## src/rtl/fetch_decode_queue_if.sv

```systemverilog
`default_nettype none
// ============================================================================
// Module   : fetch_decode_queue_if
// Purpose  : Handshake bundle between fetch, the IF->ID queue and decode.
//            Fetch side: flush, in_valid/in_ready, in_pc/inst/exc/cause.
//            Decode side: out_valid/out_ready, out_pc/inst/exc/cause.
//            Also carries the queue occupancy (count).
// Modports : master - the fetch/decode environment around the queue
//            slave  - the queue itself
// Revision : 1.0 - initial release
// ============================================================================
interface fetch_decode_queue_if #(
   parameter int PC_W    = 32,
   parameter int INST_W  = 32,
   parameter int EXC_W   = 5,
   parameter int CAUSE_W = 35,
   parameter int DEPTH   = 4
) ();
   logic                         flush;
   logic                         in_valid;
   logic                         in_ready;
   logic [PC_W-1:0]              in_pc;
   logic [INST_W-1:0]            in_inst;
   logic [EXC_W-1:0]             in_exc;
   logic [CAUSE_W-1:0]           in_cause;
   logic                         out_valid;
   logic                         out_ready;
   logic [PC_W-1:0]              out_pc;
   logic [INST_W-1:0]            out_inst;
   logic [EXC_W-1:0]             out_exc;
   logic [CAUSE_W-1:0]           out_cause;
   logic [$clog2(DEPTH+1)-1:0]   count;

   modport master (
      output flush, in_valid, in_pc, in_inst, in_exc, in_cause, out_ready,
      input  in_ready, out_valid, out_pc, out_inst, out_exc, out_cause, count
   );

   modport slave (
      input  flush, in_valid, in_pc, in_inst, in_exc, in_cause, out_ready,
      output in_ready, out_valid, out_pc, out_inst, out_exc, out_cause, count
   );
endinterface
`default_nettype wire

```

## src/rtl/fetch_decode_queue.sv

```systemverilog
`default_nettype none
// ============================================================================
// Module   : fetch_decode_queue
// Purpose  : First-word-fall-through FIFO of fetch bundles
//            {pc, inst, exc, cause} decoupling IF from ID. Fetch can run
//            ahead while decode stalls; a single flush empties the queue.
// Ports    : clk  - clock
//            rst  - synchronous active-high reset
//            bus  - fetch_decode_queue_if.slave (handshakes, data, count)
// Revision : 1.0 - initial release
// ============================================================================
module fetch_decode_queue #(
   parameter int                  PC_W      = 32,
   parameter int                  INST_W    = 32,
   parameter int                  EXC_W     = 5,
   parameter int                  CAUSE_W   = 35,
   parameter int                  DEPTH     = 4,
   parameter logic [PC_W-1:0]     BUBBLE_PC = 32'h100,
   parameter logic [CAUSE_W-1:0]  CAUSE_NOP = '0
) (
   input  wire logic             clk,
   input  wire logic             rst,
   fetch_decode_queue_if.slave   bus
);
   localparam int c_PTR_W = $clog2(DEPTH);
   localparam int c_CNT_W = $clog2(DEPTH + 1);
   localparam int c_ENT_W = PC_W + INST_W + EXC_W + CAUSE_W;

   logic [c_ENT_W-1:0] r_mem [DEPTH];
   logic [c_PTR_W-1:0] r_wr_ptr;
   logic [c_PTR_W-1:0] r_rd_ptr;
   logic [c_CNT_W-1:0] r_count;

   logic               w_full;
   logic               w_nonempty;
   logic               w_push;
   logic               w_pop;
   logic [c_ENT_W-1:0] w_head;

   // Handshake outputs come only from the registered count, so neither
   // in_valid nor out_ready can form a combinational path back out.
   assign w_full     = (r_count == c_CNT_W'(DEPTH));
   assign w_nonempty = (r_count != '0);
   assign w_push     = bus.in_valid  & ~w_full     & ~bus.flush;
   assign w_pop      = bus.out_ready & w_nonempty  & ~bus.flush;

   always_ff @(posedge clk) begin
      if (rst) begin
         r_wr_ptr <= '0;
         r_rd_ptr <= '0;
         r_count  <= '0;
      end else if (bus.flush) begin
         r_wr_ptr <= '0;
         r_rd_ptr <= '0;
         r_count  <= '0;
      end else begin
         if (w_push) begin
            r_wr_ptr <= r_wr_ptr + c_PTR_W'(1);
         end
         if (w_pop) begin
            r_rd_ptr <= r_rd_ptr + c_PTR_W'(1);
         end
         r_count <= r_count + c_CNT_W'(w_push) - c_CNT_W'(w_pop);
      end
   end

   // Storage is not reset; the pointers/count alone define what is valid.
   // w_push is already blocked by flush, and rst leaves stale data harmless.
   always_ff @(posedge clk) begin
      if (w_push && !rst) begin
         r_mem[r_wr_ptr] <= {bus.in_pc, bus.in_inst, bus.in_exc, bus.in_cause};
      end
   end

   assign w_head = r_mem[r_rd_ptr];

   assign bus.in_ready  = ~w_full;
   assign bus.out_valid = w_nonempty;
   assign bus.count     = r_count;

   // Head fields, or bubble values while empty.
   assign bus.out_pc    = w_nonempty ? w_head[c_ENT_W-1 -: PC_W]                    : BUBBLE_PC;
   assign bus.out_inst  = w_nonempty ? w_head[EXC_W+CAUSE_W+INST_W-1 -: INST_W]     : '0;
   assign bus.out_exc   = w_nonempty ? w_head[CAUSE_W+EXC_W-1 -: EXC_W]             : '0;
   assign bus.out_cause = w_nonempty ? w_head[CAUSE_W-1:0]                          : CAUSE_NOP;
endmodule
`default_nettype wire
```

## src/flat_wrapper.sv

```systemverilog
// flat-port wrapper written by rule: the top's interface ports become plain ports
module fetch_decode_queue_flat 
#(
   parameter int                  PC_W      = 32,
   parameter int                  INST_W    = 32,
   parameter int                  EXC_W     = 5,
   parameter int                  CAUSE_W   = 35,
   parameter int                  DEPTH     = 4,
   parameter logic [PC_W-1:0]     BUBBLE_PC = 32'h100,
   parameter logic [CAUSE_W-1:0]  CAUSE_NOP = '0
)
  (clk, rst, bus_flush, bus_in_valid, bus_in_pc, bus_in_inst, bus_in_exc, bus_in_cause, bus_out_ready, bus_in_ready, bus_out_valid, bus_out_pc, bus_out_inst, bus_out_exc, bus_out_cause, bus_count);
  fetch_decode_queue_if #(.PC_W(PC_W), .INST_W(INST_W), .EXC_W(EXC_W), .CAUSE_W(CAUSE_W), .DEPTH(DEPTH)) bus_i ();
  input  wire logic clk;
  input  wire logic rst;
  input wire logic [$bits(bus_i.flush)-1:0] bus_flush;
  input wire logic [$bits(bus_i.in_valid)-1:0] bus_in_valid;
  input wire logic [$bits(bus_i.in_pc)-1:0] bus_in_pc;
  input wire logic [$bits(bus_i.in_inst)-1:0] bus_in_inst;
  input wire logic [$bits(bus_i.in_exc)-1:0] bus_in_exc;
  input wire logic [$bits(bus_i.in_cause)-1:0] bus_in_cause;
  input wire logic [$bits(bus_i.out_ready)-1:0] bus_out_ready;
  output wire logic [$bits(bus_i.in_ready)-1:0] bus_in_ready;
  output wire logic [$bits(bus_i.out_valid)-1:0] bus_out_valid;
  output wire logic [$bits(bus_i.out_pc)-1:0] bus_out_pc;
  output wire logic [$bits(bus_i.out_inst)-1:0] bus_out_inst;
  output wire logic [$bits(bus_i.out_exc)-1:0] bus_out_exc;
  output wire logic [$bits(bus_i.out_cause)-1:0] bus_out_cause;
  output wire logic [$bits(bus_i.count)-1:0] bus_count;
  assign bus_i.flush = bus_flush;
  assign bus_i.in_valid = bus_in_valid;
  assign bus_i.in_pc = bus_in_pc;
  assign bus_i.in_inst = bus_in_inst;
  assign bus_i.in_exc = bus_in_exc;
  assign bus_i.in_cause = bus_in_cause;
  assign bus_i.out_ready = bus_out_ready;
  assign bus_in_ready = bus_i.in_ready;
  assign bus_out_valid = bus_i.out_valid;
  assign bus_out_pc = bus_i.out_pc;
  assign bus_out_inst = bus_i.out_inst;
  assign bus_out_exc = bus_i.out_exc;
  assign bus_out_cause = bus_i.out_cause;
  assign bus_count = bus_i.count;
  fetch_decode_queue #(.PC_W(PC_W), .INST_W(INST_W), .EXC_W(EXC_W), .CAUSE_W(CAUSE_W), .DEPTH(DEPTH), .BUBBLE_PC(BUBBLE_PC), .CAUSE_NOP(CAUSE_NOP)) u_core (.clk(clk), .rst(rst), .bus(bus_i));
endmodule
```

## config.mk

```make
export PLATFORM = sky130hd
export DESIGN_NAME = fetch_decode_queue_flat
export DESIGN_NICKNAME = d
export VERILOG_FILES = /design/src/rtl/fetch_decode_queue_if.sv /design/src/rtl/fetch_decode_queue.sv /design/src/flat_wrapper.sv
export SDC_FILE = /design/constraint.sdc
export NUM_CORES = 1
export LEC_CHECK = 0
export ABC_AREA = 1
export CAP_MARGIN = 40
export CORE_AREA = 4 4 209 170
export DETAILED_ROUTE_END_ITERATION = 10
export DIE_AREA = 0 0 213 174
export PLACE_DENSITY = 0.76
export RECOVER_POWER = 100
export SLEW_MARGIN = 30
export SYNTH_ARGS = -nofsm -noshare
export SYNTH_HDL_FRONTEND = slang
export SYNTH_SLANG_ARGS = --single-unit
```

## constraint.sdc

```tcl
create_clock -name clk -period 6.8 [get_ports clk]
set_clock_uncertainty 0.2 [all_clocks]
set_input_delay 1.7 -clock clk [delete_from_list [all_inputs] [get_ports clk]]
set_output_delay 1.7 -clock clk [all_outputs]
set_load 0.05 [all_outputs]
```

## Word-level counts from Yosys, hierarchy flattened

Memory sizes are Yosys's and may differ from the RTL's. A register that Yosys moved wholly into a read port is not among the register bits.
Cells that the tools add are included.

- RAM bits: 416
- Register bits: 7
- Memory bits (read-only): 0
- Memories: 1
- Latch bits: 0

- Bitwise operators: 6
- Add/subtract/negate cells: 4
- Reductions and logical operators: 4
- Divide/modulo/power cells: 0
- Multipliers: 0
- Magnitude comparators: 0
- Equality and inequality tests: 1
- Mux-type cells: 8
- Shift operators: 0

Memories:

| name | words | width | read ports | clocked after memory_dff | wr ports | line | RTL |
|---|---|---|---|---|---|---|---|
| u_core.r_mem | 4 | 104 | 1 | 1 | 1 | fetch_decode_queue.sv:29 | `logic [c_ENT_W-1:0] r_mem [DEPTH];` |

Operators by type and width:

| operator | count |
|---|---|
| 32-bit 2-to-1 mux | 2 |
| 35-bit 2-to-1 mux | 1 |
| 5-bit 2-to-1 mux | 1 |
| 2-bit by 1-bit adder with 2-bit output (second input constant) | 2 |
| 1-bit AND | 4 |
| 2-bit 2-to-1 mux | 2 |
| 3-bit by 1-bit adder with 3-bit output | 1 |
| 3-bit equality test (second input constant) | 1 |
| 3-bit nonzero test | 1 |
| 3-bit by 1-bit subtractor with 3-bit output | 1 |
| 1-bit 2-to-1 mux | 2 |
| 1-bit inverter | 2 |
| 2-bit OR reduction | 1 |
| 1-bit logical AND | 1 |
| 1-bit zero test | 1 |

## Logic depth before layout (Yosys ltp)

Gate-level depths: netlist of the first run.

- Depth in word-level cells: 7
- Mapped depth: 12
- Mapped depth without buffers: 12

## Worst setup path before layout of the first run

Ideal clock, no wire load.

- Path type: in2reg
- Start point: in bus_in_valid
- End point: mem u_core.r_mem[0][0] (netlist bit), enable pin
- Setup time: 0.568 ns
- Setup slack: -0.290 ns
- Cell stages on the path: 4
- Data arrival time: 6.322 ns
- Path through: nand2_1 > nor2_1 > nand2_1 > nor2_1

- Longest elaborated chain between the ends: 5

RTL lines:

| item | line | RTL |
|---|---|---|
| start: declaration | flat_wrapper.sv:17 | `input wire logic [$bits(bus_i.in_valid)-1:0] bus_in_valid;` |
| 1-bit AND (2 in series) | fetch_decode_queue.sv:44 | `assign w_push = bus.in_valid & ~w_full & ~bus.flush;` |
| 1-bit logical AND | fetch_decode_queue.sv:70 | `if (w_push && !rst) begin` |
| 1-bit 2-to-1 mux | fetch_decode_queue.sv:70 |  |
| 1-bit 2-to-1 mux (not written as such) | fetch_decode_queue.sv:71 | `r_mem[r_wr_ptr] <= {bus.in_pc, bus.in_inst, bus.in_exc, bus.in_cause};` |
| end: declaration | fetch_decode_queue.sv:29 |  |

Every way passes these cells.

## Final worst setup path of the first run

- Start point: reg u_core.r_count[1], in the netlist u_core.bus.count[1]
- End point: out bus_out_cause[25]

- Longest elaborated chain between the ends: 2

RTL lines:

| item | line | RTL |
|---|---|---|
| start: declaration | fetch_decode_queue.sv:32 | `logic [c_CNT_W-1:0] r_count;` |
| start signal: assignment | fetch_decode_queue.sv:63 | `r_count <= r_count + c_CNT_W'(w_push) - c_CNT_W'(w_pop);` |
| 3-bit nonzero test | fetch_decode_queue.sv:43 | `assign w_nonempty = (r_count != '0);` |
| 35-bit 2-to-1 mux | fetch_decode_queue.sv:85 | `assign bus.out_cause = w_nonempty ? w_head[CAUSE_W-1:0] : CAUSE_NOP;` |
| end: declaration | flat_wrapper.sv:28 | `output wire logic [$bits(bus_i.out_cause)-1:0] bus_out_cause;` |

Every way passes these cells.

==> impl_metrics.csv, run 1 <==
group,metric,value,unit
power,pwr-share-clk,0.411,
critical_path,criticalPathCategory,"register to output port",
placement,hpwl,20900,µm
floorplan,start_util,0.497,
power,p_int,0.00436,W
timing,rsz0062_at_grt,"no",
detailed_routing,vias,10600,
detailed_routing,dr.pass1.iters,8,
yosys,syn_area_per_cell,12.7,µm²
floorplan,die_area,37100,µm²
clock_tree,clock_latency,0.53,ns
clock_tree,cts_setup_buffers,0,
clock_tree,cts_buffers,42,
power,switching_share,0.215,
power,combPwrFrac,0.065,
detailed_routing,wirelength,38000,µm
placement,dpl_worst_slack,1.64,ns
critical_path,worstPathMaxFanout,66,
global_route,grt_pass1_vias,10700,
final_layout,areaGrowthSynthToFinish,22.9,%
yosys,syn_area,16600,µm²
power,seqPwrFrac,0.524,
yosys,syn_inst,1303,
power,p_per_area,273,nW/µm²
clock_tree,clk_pin_slew,0.06,ns
clock_tree,ctsHoldBuffers,0,
final_layout,final_cell_mix,"429 x nor2_1, 416 x edfxtp_1, 209 x dlygate4sd3_1",
timing,hold_viol,0,
final_layout,final_util,0.610,
yosys,yosys.area_share.simple,0.103,
yosys,ys_types,17,
final_layout,final_common_cell,"nor2_1",
outcome,status,"finished with violations",
timing,finalCritPeriodShare,0.876,
critical_path,cp-end-kind,"output port",
final_layout,final_nets,1618,
clock_tree,ctsResizeCount,0,
timing,tightest_slew,3.16,ns
final_layout,drive_gt1_frac,0.0482,
detailed_routing,ant_nets,0,
floorplan,std_cell_rows,60,
placement,finalWeightedCongestion,0.760,
run,maxCapViolations,10,
clock_tree,cts_sinks,425,
yosys,syn_nets,1419,
clock_tree,cts_tree,"done",
yosys,synth-seq-cells,425,
hold_path,hp-class,"register to register",
outcome,failed_checks,"max-capacitance violations, max-slew violations",
critical_path,critical_path.startpoint_type,"register",
detailed_routing,drt-initial-drc-count,985,
yosys,synthMuxAreaShare,0,
critical_path,required,4.90,ns
global_route,antenna_found_initial,8,
floorplan,die_h,174,µm
yosys,yosysTopAreaCell,"edfxtp_1",
detailed_routing,vias_per_cell,5.37,
power,p_switching,0.00120,W
timing,worst_slack,0.841,ns
yosys,synth_xor_area_frac,0,
yosys,ys_warn_count,0,
yosys,synthTopCellsByArea,"edfxtp_1 75%, nor2_1 9.7%, o21ai_0 3.3%, a21oi_1 3.3%, o21ai_1 3.0%",
timing,setup_violations,0,
clock_tree,ctsHtreeMaxLevel,2,
power,p_leak,7.16,nW
timing,slew_viol_final,464,
detailed_routing,drc,0,
global_route,met2_usage,0.328,
clock_tree,cts_buffer_depth,3,
floorplan,core-area,33400,µm²
global_route,met3_usage,0.0446,
floorplan,die_w,213,µm
placement,io_buffer_count,217,
global_route,use_met1,0.280,
floorplan,pin_count,218,
global_route,grt-ovfl-total,0,
timing,slew_headroom,-1.11,
yosys,synth_top_family_by_area,"simple AND/OR/NAND/NOR gates",
critical_path,worstPathArrival,4.06,ns
yosys,synth_seq_area_share,0.764,
yosys,synth_top_area_share,0.753,
yosys,synth_compound_area_frac,0.0950,
power,vdd_drop_max,0.268,mV
global_route,grt_util_all_layers,0.202,
global_route,grt_first_pass_wirelength,59200,µm
timing,clock.fmax,168,MHz
clock_tree,cts_root_buffer,"clkbuf_16",
yosys,synth_fa_ha_area_frac,0.00573,
global_route,grt_start_max_net_pins,209,
timing,final.min_clock_period,5.96,ns
global_route,top_usage_layer,"met2",
detailed_routing,wl_per_cell,19.3,µm
path summary, 6_finish.rpt:
kind,start,slack (ns),cells after the start,endpoint
setup / recovery,u_core.bus.count[1],0.84,6,bus_out_cause[25]
hold / removal,u_core.r_rd_ptr[1],0.31,2,register
setup reg to reg,u_core.bus.count[1],1.93,8,u_core.r_mem[1][67]
hold reg to reg,u_core.r_rd_ptr[1],0.31,2,register
cell type report:
cell class | instances | area (µm²)
antenna | 2 | 5.00
clock buffer | 50 | 1100
clock inverter | 26 | 253
fill | 2534 | 13000
inverter | 22 | 95.1
multi-input combinational | 777 | 3390
sequential | 425 | 12700
tap | 434 | 543
timing repair buffer | 234 | 2320
cell usage after synthesis:
| cell | n |
|---|---|
| nor2_1 | 430 |
| nand2_1 | 21 |
| buf_4 | 5 |
| o21ai_0 | 109 |
| buf_6 | 13 |
| inv_1 | 20 |
| fa_1 | 1 |
| clkbuf_1 | 29 |
| a21oi_1 | 108 |
| inv_2 | 2 |
| nand3_1 | 3 |
| edfxtp_1 | 416 |
| o21ai_1 | 98 |
| nand3b_1 | 1 |
| dfxtp_1 | 9 |
| buf_2 | 32 |
| ha_1 | 6 |
critical path, stage by stage, from the launching register on:
cell	delay [ns]
dfxtp_1	0.43
nor2_1	0.10
nand2_1	0.26
clkinv_4	0.53
clkbuf_2	0.73
a21oi_1	0.51
dlygate4sd3_1	0.94
cells by family after synthesis:
logic type	after synthesis
AND/OR/NAND/NOR	455
flip-flops	425
AO/OA/AOI/OAI	315
buffers and inverters	101
adder cells (fa/ha/maj)	7
power groups by stage:
stage | registers (W) | clock network [W] | logic, W
3_3_place_gp | 0.00297 | 0 | 0.000380
4_1_cts | 0.00291 | 0.00232 | 0.000391
2_1_floorplan | 0.00297 | 0 | 0.000197
3_5_place_dp | 0.00297 | 0 | 0.000388
6_report | 0.00291 | 0.00228 | 0.000360
5_1_grt | 0.00291 | 0.00244 | 0.000384
registers in the layout, indices dropped and copies added, names as in the netlist, named ones only:
signal	cells
u_core.r_mem	416
u_core.bus.count	3
u_core.r_wr_ptr	2
u_core.r_rd_ptr	2
metal layers:
metal | vias to the layer above | part of all wire
met4 | 12 | 0.017
met1 | 5102 | 0.43
li1 | 5012 | -
met5 | - | 0.0018
met2 | 379 | 0.48
met3 | 71 | 0.072
metrics by stage:
stage / area, µm² / power [W] / hold WS, ns / cells / setup TNS, ns
finish: 20400 / 0.00556 / 0.307 / 1970 / 0
global placement: 19100 / 0.00335 / 0.279 / 1888 / 0
detailed placement: 19100 / 0.00335 / 0.296 / 1891 / 0
global route: 20400 / 0.00573 / 0.351 / 1968 / 0
floorplan: 16600 / 0.00317 / 0.262 / 1303 / -120.63
CTS: 20500 / 0.00562 / 0.309 / 1967 / 0
(Power assumes the default switching activity.)
==> run 2, diff against run 1 <==
Settings changed: CORE_AREA 4 4 209 170 to 2 2 207 168, DIE_AREA 0 0 213 174 to 0 0 209 170.
==> impl_metrics.csv, run 2 (synthesis results as in run 1) <==
group,metric,value,unit
detailed_routing,drt-initial-drc-count,1148,
clock_tree,cts_buffer_depth,3,
clock_tree,ctsHoldBuffers,0,
clock_tree,cts_setup_buffers,0,
hold_path,hp-class,"register to register",
placement,finalWeightedCongestion,0.804,
final_layout,final_cells,1968,
clock_tree,ctsResizeCount,0,
final_layout,drive_gt1_frac,0.0486,
final_layout,regMostFlops,"u_core.r_mem",
detailed_routing,ant_nets,0,
detailed_routing,vias_per_cell,5.43,
power,p_int,0.00430,W
final_layout,fin_area,20400,µm²
timing,hold_viol,0,
timing,tns,0,ns
final_layout,seq_area,12700,µm²
clock_tree,ctsHtreeMaxLevel,2,
clock_tree,cts_buffers,40,
detailed_routing,dr.pass1.iters,5,
clock_tree,clock_latency,0.53,ns
floorplan,die_w,209,µm
placement,dp.cells,1889,
critical_path,worstPathMaxFanout,61,
clock_tree,cts_root_buffer,"clkbuf_16",
power,power,0.00544,W
power,p_per_area,267,nW/µm²
critical_path,rrSetupSlack,1.95,ns
floorplan,die_h,170,µm
clock_tree,cts_sinks,425,
timing,worst_slack,0.856,ns
global_route,grt_first_pass_wirelength,57200,µm
detailed_routing,drc,0,
detailed_routing,vias,10700,
critical_path,critPathLaunch,"u_core.bus.count[1]",
timing,setup_violations,0,
critical_path,cp-endpoint,"bus_out_cause[5]",
power,pwr-share-clk,0.398,
critical_path,reg2reg_from,"u_core.bus.count[1]",
floorplan,core-area,33400,µm²
final_layout,final_nets,1614,
critical_path,worstRegToRegCells,7,
floorplan,std_cell_rows,60,
placement,io_buffer_count,217,
outcome,status,"finished with violations",
placement,hpwl,20400,µm
detailed_routing,wirelength,37300,µm
floorplan,pin_count,218,
power,p_leak,7.10,nW
final_layout,largest_reg_flops,416,
floorplan,die_area,35500,µm²
final_layout,areaGrowthSynthToFinish,22.6,%
critical_path,cp-end-kind,"output port",
placement,place_area,19100,µm²
outcome,failed_checks,"max-capacitance violations, max-slew violations",
power,vdd_drop_max,0.200,mV
global_route,grt_start_max_net_pins,209,
final_layout,final_common_cell,"nor2_1",
final_layout,final_cell_mix,"428 x nor2_1, 416 x edfxtp_1, 206 x dlygate4sd3_1",
critical_path,timing.rr.end,"u_core.r_mem[2][64]",
run,maxCapViolations,4,
global_route,grt_util_all_layers,0.208,
critical_path,critical_path.startpoint_type,"register",
power,switching_share,0.210,
timing,tightest_slew,3.20,ns
final_layout,n_fill_cell,2516,
power,p_switching,0.00114,W
clock_tree,cts_tree,"done",
timing,slew_headroom,-1.13,
placement,dpl_worst_slack,1.85,ns
critical_path,required,4.90,ns
clock_tree,clk_pin_slew,0.06,ns
floorplan,start_util,0.497,
timing,final.min_clock_period,5.94,ns
global_route,grt-ovfl-total,0,
timing,finalCritPeriodShare,0.874,
critical_path,criticalPathCategory,"register to output port",
timing,slew_viol_final,322,
power,combPwrFrac,0.066,
timing,rsz0062_at_grt,"no",
power,seqPwrFrac,0.536,
final_layout,multi_input_area,3400,µm²
timing,clock.fmax,168,MHz
global_route,antenna_found_initial,11,
detailed_routing,wl_per_cell,19.0,µm
critical_path,worstPathArrival,4.04,ns
global_route,grt_pass1_vias,10500,
==> run 2: cell type report <==
type | instances | area share
flip-flops and latches | 425 | 0.623
multi-input cells | 777 | 0.167
clock buffers | 51 | 0.0537
clock inverters | 16 | 0.00842
inverters | 22 | 0.00461
diodes | 11 | 0.00135
repair buffers | 232 | 0.115
well taps | 434 | 0.0267
==> run 2: worst min path at each step <==
stage	startpoint	end	slack, ns	cells past startpoint
6_report	u_core.r_rd_ptr[1]	u_core.r_rd_ptr[1]	0.32	2
3_5_place_dp	u_core.r_rd_ptr[1]	register	0.29	2
2_1_floorplan	u_core.r_rd_ptr[1]	register	0.26	2
4_1_cts	u_core.r_rd_ptr[1]	register	0.31	2
3_3_place_gp	u_core.r_rd_ptr[1]	register	0.29	2
5_1_grt	u_core.r_rd_ptr[1]	register	0.34	2
==> run 2: metal layers <==
metal	up-vias	global-route usage	part of all wire	wire [µm]
met5	-	0	0.0015	57
met2	439	0.340	0.47	17600
met1	5176	0.285	0.43	16200
met3	57	0.0491	0.077	2870
met4	8	0.0534	0.015	567
li1	5004	-	-	-
==> run 2: critical path: stages (launching register included) <==
cell and delay [ns]:
dfxtp_1 0.41, nor2_1 0.09, nand2_1 0.19, clkinvlp_4 1.02, buf_4 0.63, a21oi_1 0.17
dlygate4sd3_1 0.91
==> run 2: per-stage QoR <==
step / hold slack, ns / utilization
CTS: 0.311 / 0.610
finish: 0.321 / 0.609
detailed placement: 0.293 / 0.572
floorplan: 0.262 / -
global route: 0.338 / 0.609
global placement: 0.286 / 0.570
==> run 2: power groups by stage <==
stage,registers [W],logic (W),clock network (W)
finish,0.00291,0.000358,0.00217
global route,0.00291,0.000383,0.00231
CTS,0.00291,0.000385,0.00221
detailed placement,0.00297,0.000383,0
global placement,0.00297,0.000377,0
floorplan,0.00297,0.000197,0
==> run 3, diff against run 2 <==
Settings changed: PLACE_DENSITY 0.76 to 0.8.
==> impl_metrics.csv, run 3 (synthesis results as in run 1) <==
group,metric,value,unit
critical_path,worstRegToRegCells,7,
clock_tree,ctsHtreeMaxLevel,2,
detailed_routing,drc,0,
global_route,top_usage_layer,"met2",
timing,slew_viol_final,328,
final_layout,areaGrowthSynthToFinish,22.5,%
critical_path,worstPathArrival,3.91,ns
clock_tree,cts_buffer_depth,3,
clock_tree,cts_root_buffer,"clkbuf_16",
detailed_routing,wl_per_cell,19.3,µm
global_route,grt_pass1_vias,10500,
run,maxCapViolations,7,
clock_tree,cts_tree,"done",
hold_path,hold_depth,2,
global_route,grt_start_max_net_pins,85,
clock_tree,ctsResizeCount,0,
placement,finalWeightedCongestion,0.780,
timing,tightest_slew,3.42,ns
critical_path,required,4.90,ns
critical_path,rrSetupSlack,2.27,ns
timing,hold_viol,0,
clock_tree,ctsHoldBuffers,0,
clock_tree,cts_setup_buffers,0,
timing,finalCritPeriodShare,0.855,
detailed_routing,ant_nets,0,
floorplan,core-area,33400,µm²
global_route,use_met1,0.292,
global_route,met2_usage,0.348,
outcome,status,"finished with violations",
timing,slew_headroom,-1.28,
placement,dp.cells,1894,
global_route,grt_util_all_layers,0.212,
timing,final.min_clock_period,5.81,ns
timing,clock.fmax,172,MHz
critical_path,worstPathMaxFanout,63,
detailed_routing,wirelength,37900,µm
global_route,grt_first_pass_wirelength,58500,µm
global_route,antenna_found_initial,9,
clock_tree,clk_pin_slew,0.06,ns
power,power,0.00544,W
placement,hpwl,21700,µm
hold_path,hp-class,"register to register",
hold_path,hp-start,"u_core.r_rd_ptr[1]",
final_layout,regMostFlops,"u_core.r_mem",
final_layout,final_common_cell,"nor2_1",
detailed_routing,dr.pass1.iters,5,
floorplan,die_h,170,µm
critical_path,critical_path.startpoint_type,"register",
detailed_routing,drt-initial-drc-count,1035,
final_layout,final_nets,1620,
final_layout,fin_area,20300,µm²
critical_path,criticalPathCategory,"register to output port",
final_layout,drive_gt1_frac,0.0470,
power,vdd_drop_max,0.193,mV
power,p_per_area,268,nW/µm²
global_route,met3_usage,0.0465,
final_layout,largest_reg_flops,416,
critical_path,timing.rr.end,"u_core.r_mem[0][35]",
timing,setup_violations,0,
final_layout,final_cell_mix,"429 x nor2_1, 416 x edfxtp_1, 211 x dlygate4sd3_1",
placement,io_buffer_count,217,
placement,place_area,19100,µm²
floorplan,start_util,0.497,
floorplan,std_cell_rows,60,
timing,rsz0062_at_grt,"no",
power,p_leak,7.11,nW
floorplan,die_area,35500,µm²
clock_tree,clock_latency,0.53,ns
critical_path,cp-end-kind,"output port",
clock_tree,cts_buffers,41,
critical_path,reg2reg_from,"u_core.bus.count[1]",
global_route,grt-ovfl-total,0,
outcome,failed_checks,"max-capacitance violations, max-slew violations",
floorplan,die_w,209,µm
final_layout,final_cells,1969,
floorplan,pin_count,218,
detailed_routing,vias,10800,
detailed_routing,vias_per_cell,5.48,
clock_tree,cts_sinks,425,
==> run 3: changes by cell type in the layout (fill, tap and decap cells not counted), sizes merged <==
cell,delta
buf,-1
dlygate4sd3,+5
inv,+1
clkbuf,+2
clkinv,+6
diode,-7
clkdlybuf4s50,-5
==> run 3: layer usage <==
layer,vias to the layer above,part of all wire
met1,5192,0.42
met3,69,0.086
li1,5011,-
met4,8,0.019
met2,518,0.47
met5,-,0.0014
==> run 3: critical path, stage by stage, from the launching register on <==
cell           delay [ns]
dfxtp_1              0.36
nor2_1               0.15
nand2_1              0.17
inv_2                0.99
buf_4                0.65
a21oi_1              0.21
dlygate4sd3_1        0.82
==> run 3: report_power, final <==
group	switching, W	total [W]	internal, W	leakage (nW)
Sequential	0.00000761	0.00291	0.00291	3.83
Clock	0.000914	0.00216	0.00125	0.614
Combinational	0.000251	0.000361	0.000110	2.67
==> run 3: metrics by stage <==
step,TNS [ns],util,worst slack (ns),hold slack (ns)
floorplan,-120.63,-,-0.290,0.262
global placement,0,0.570,1.66,0.316
detailed placement,0,0.572,1.75,0.322
CTS,0,0.610,1.16,0.334
global route,0,0.608,0.801,0.356
finish,0,0.608,0.987,0.333
==> run 3: how the worst max path moves through the flow <==
stage,start,to,depth (start not counted)
floorplan,bus_in_valid,u_core.r_mem[0][0],4
global placement,register,bus_out_cause[28],5
detailed placement,register,bus_out_cause[32],6
CTS,register,bus_out_cause[28],6
global route,u_core.bus.count[1],bus_out_cause[28],6
finish,u_core.bus.count[1],bus_out_cause[23],6
==> run 3: layout make-up <==
cell class | count | area [µm²]
Antenna cell | 4 | 10.0
Tap cell | 434 | 543
Sequential cell | 425 | 12700
Clock inverter | 23 | 204
Fill cell | 2516 | 13100
Clock buffer | 47 | 1050
Timing Repair Buffer | 237 | 2350
Multi-Input combinational cell | 777 | 3390
Inverter | 22 | 90.1
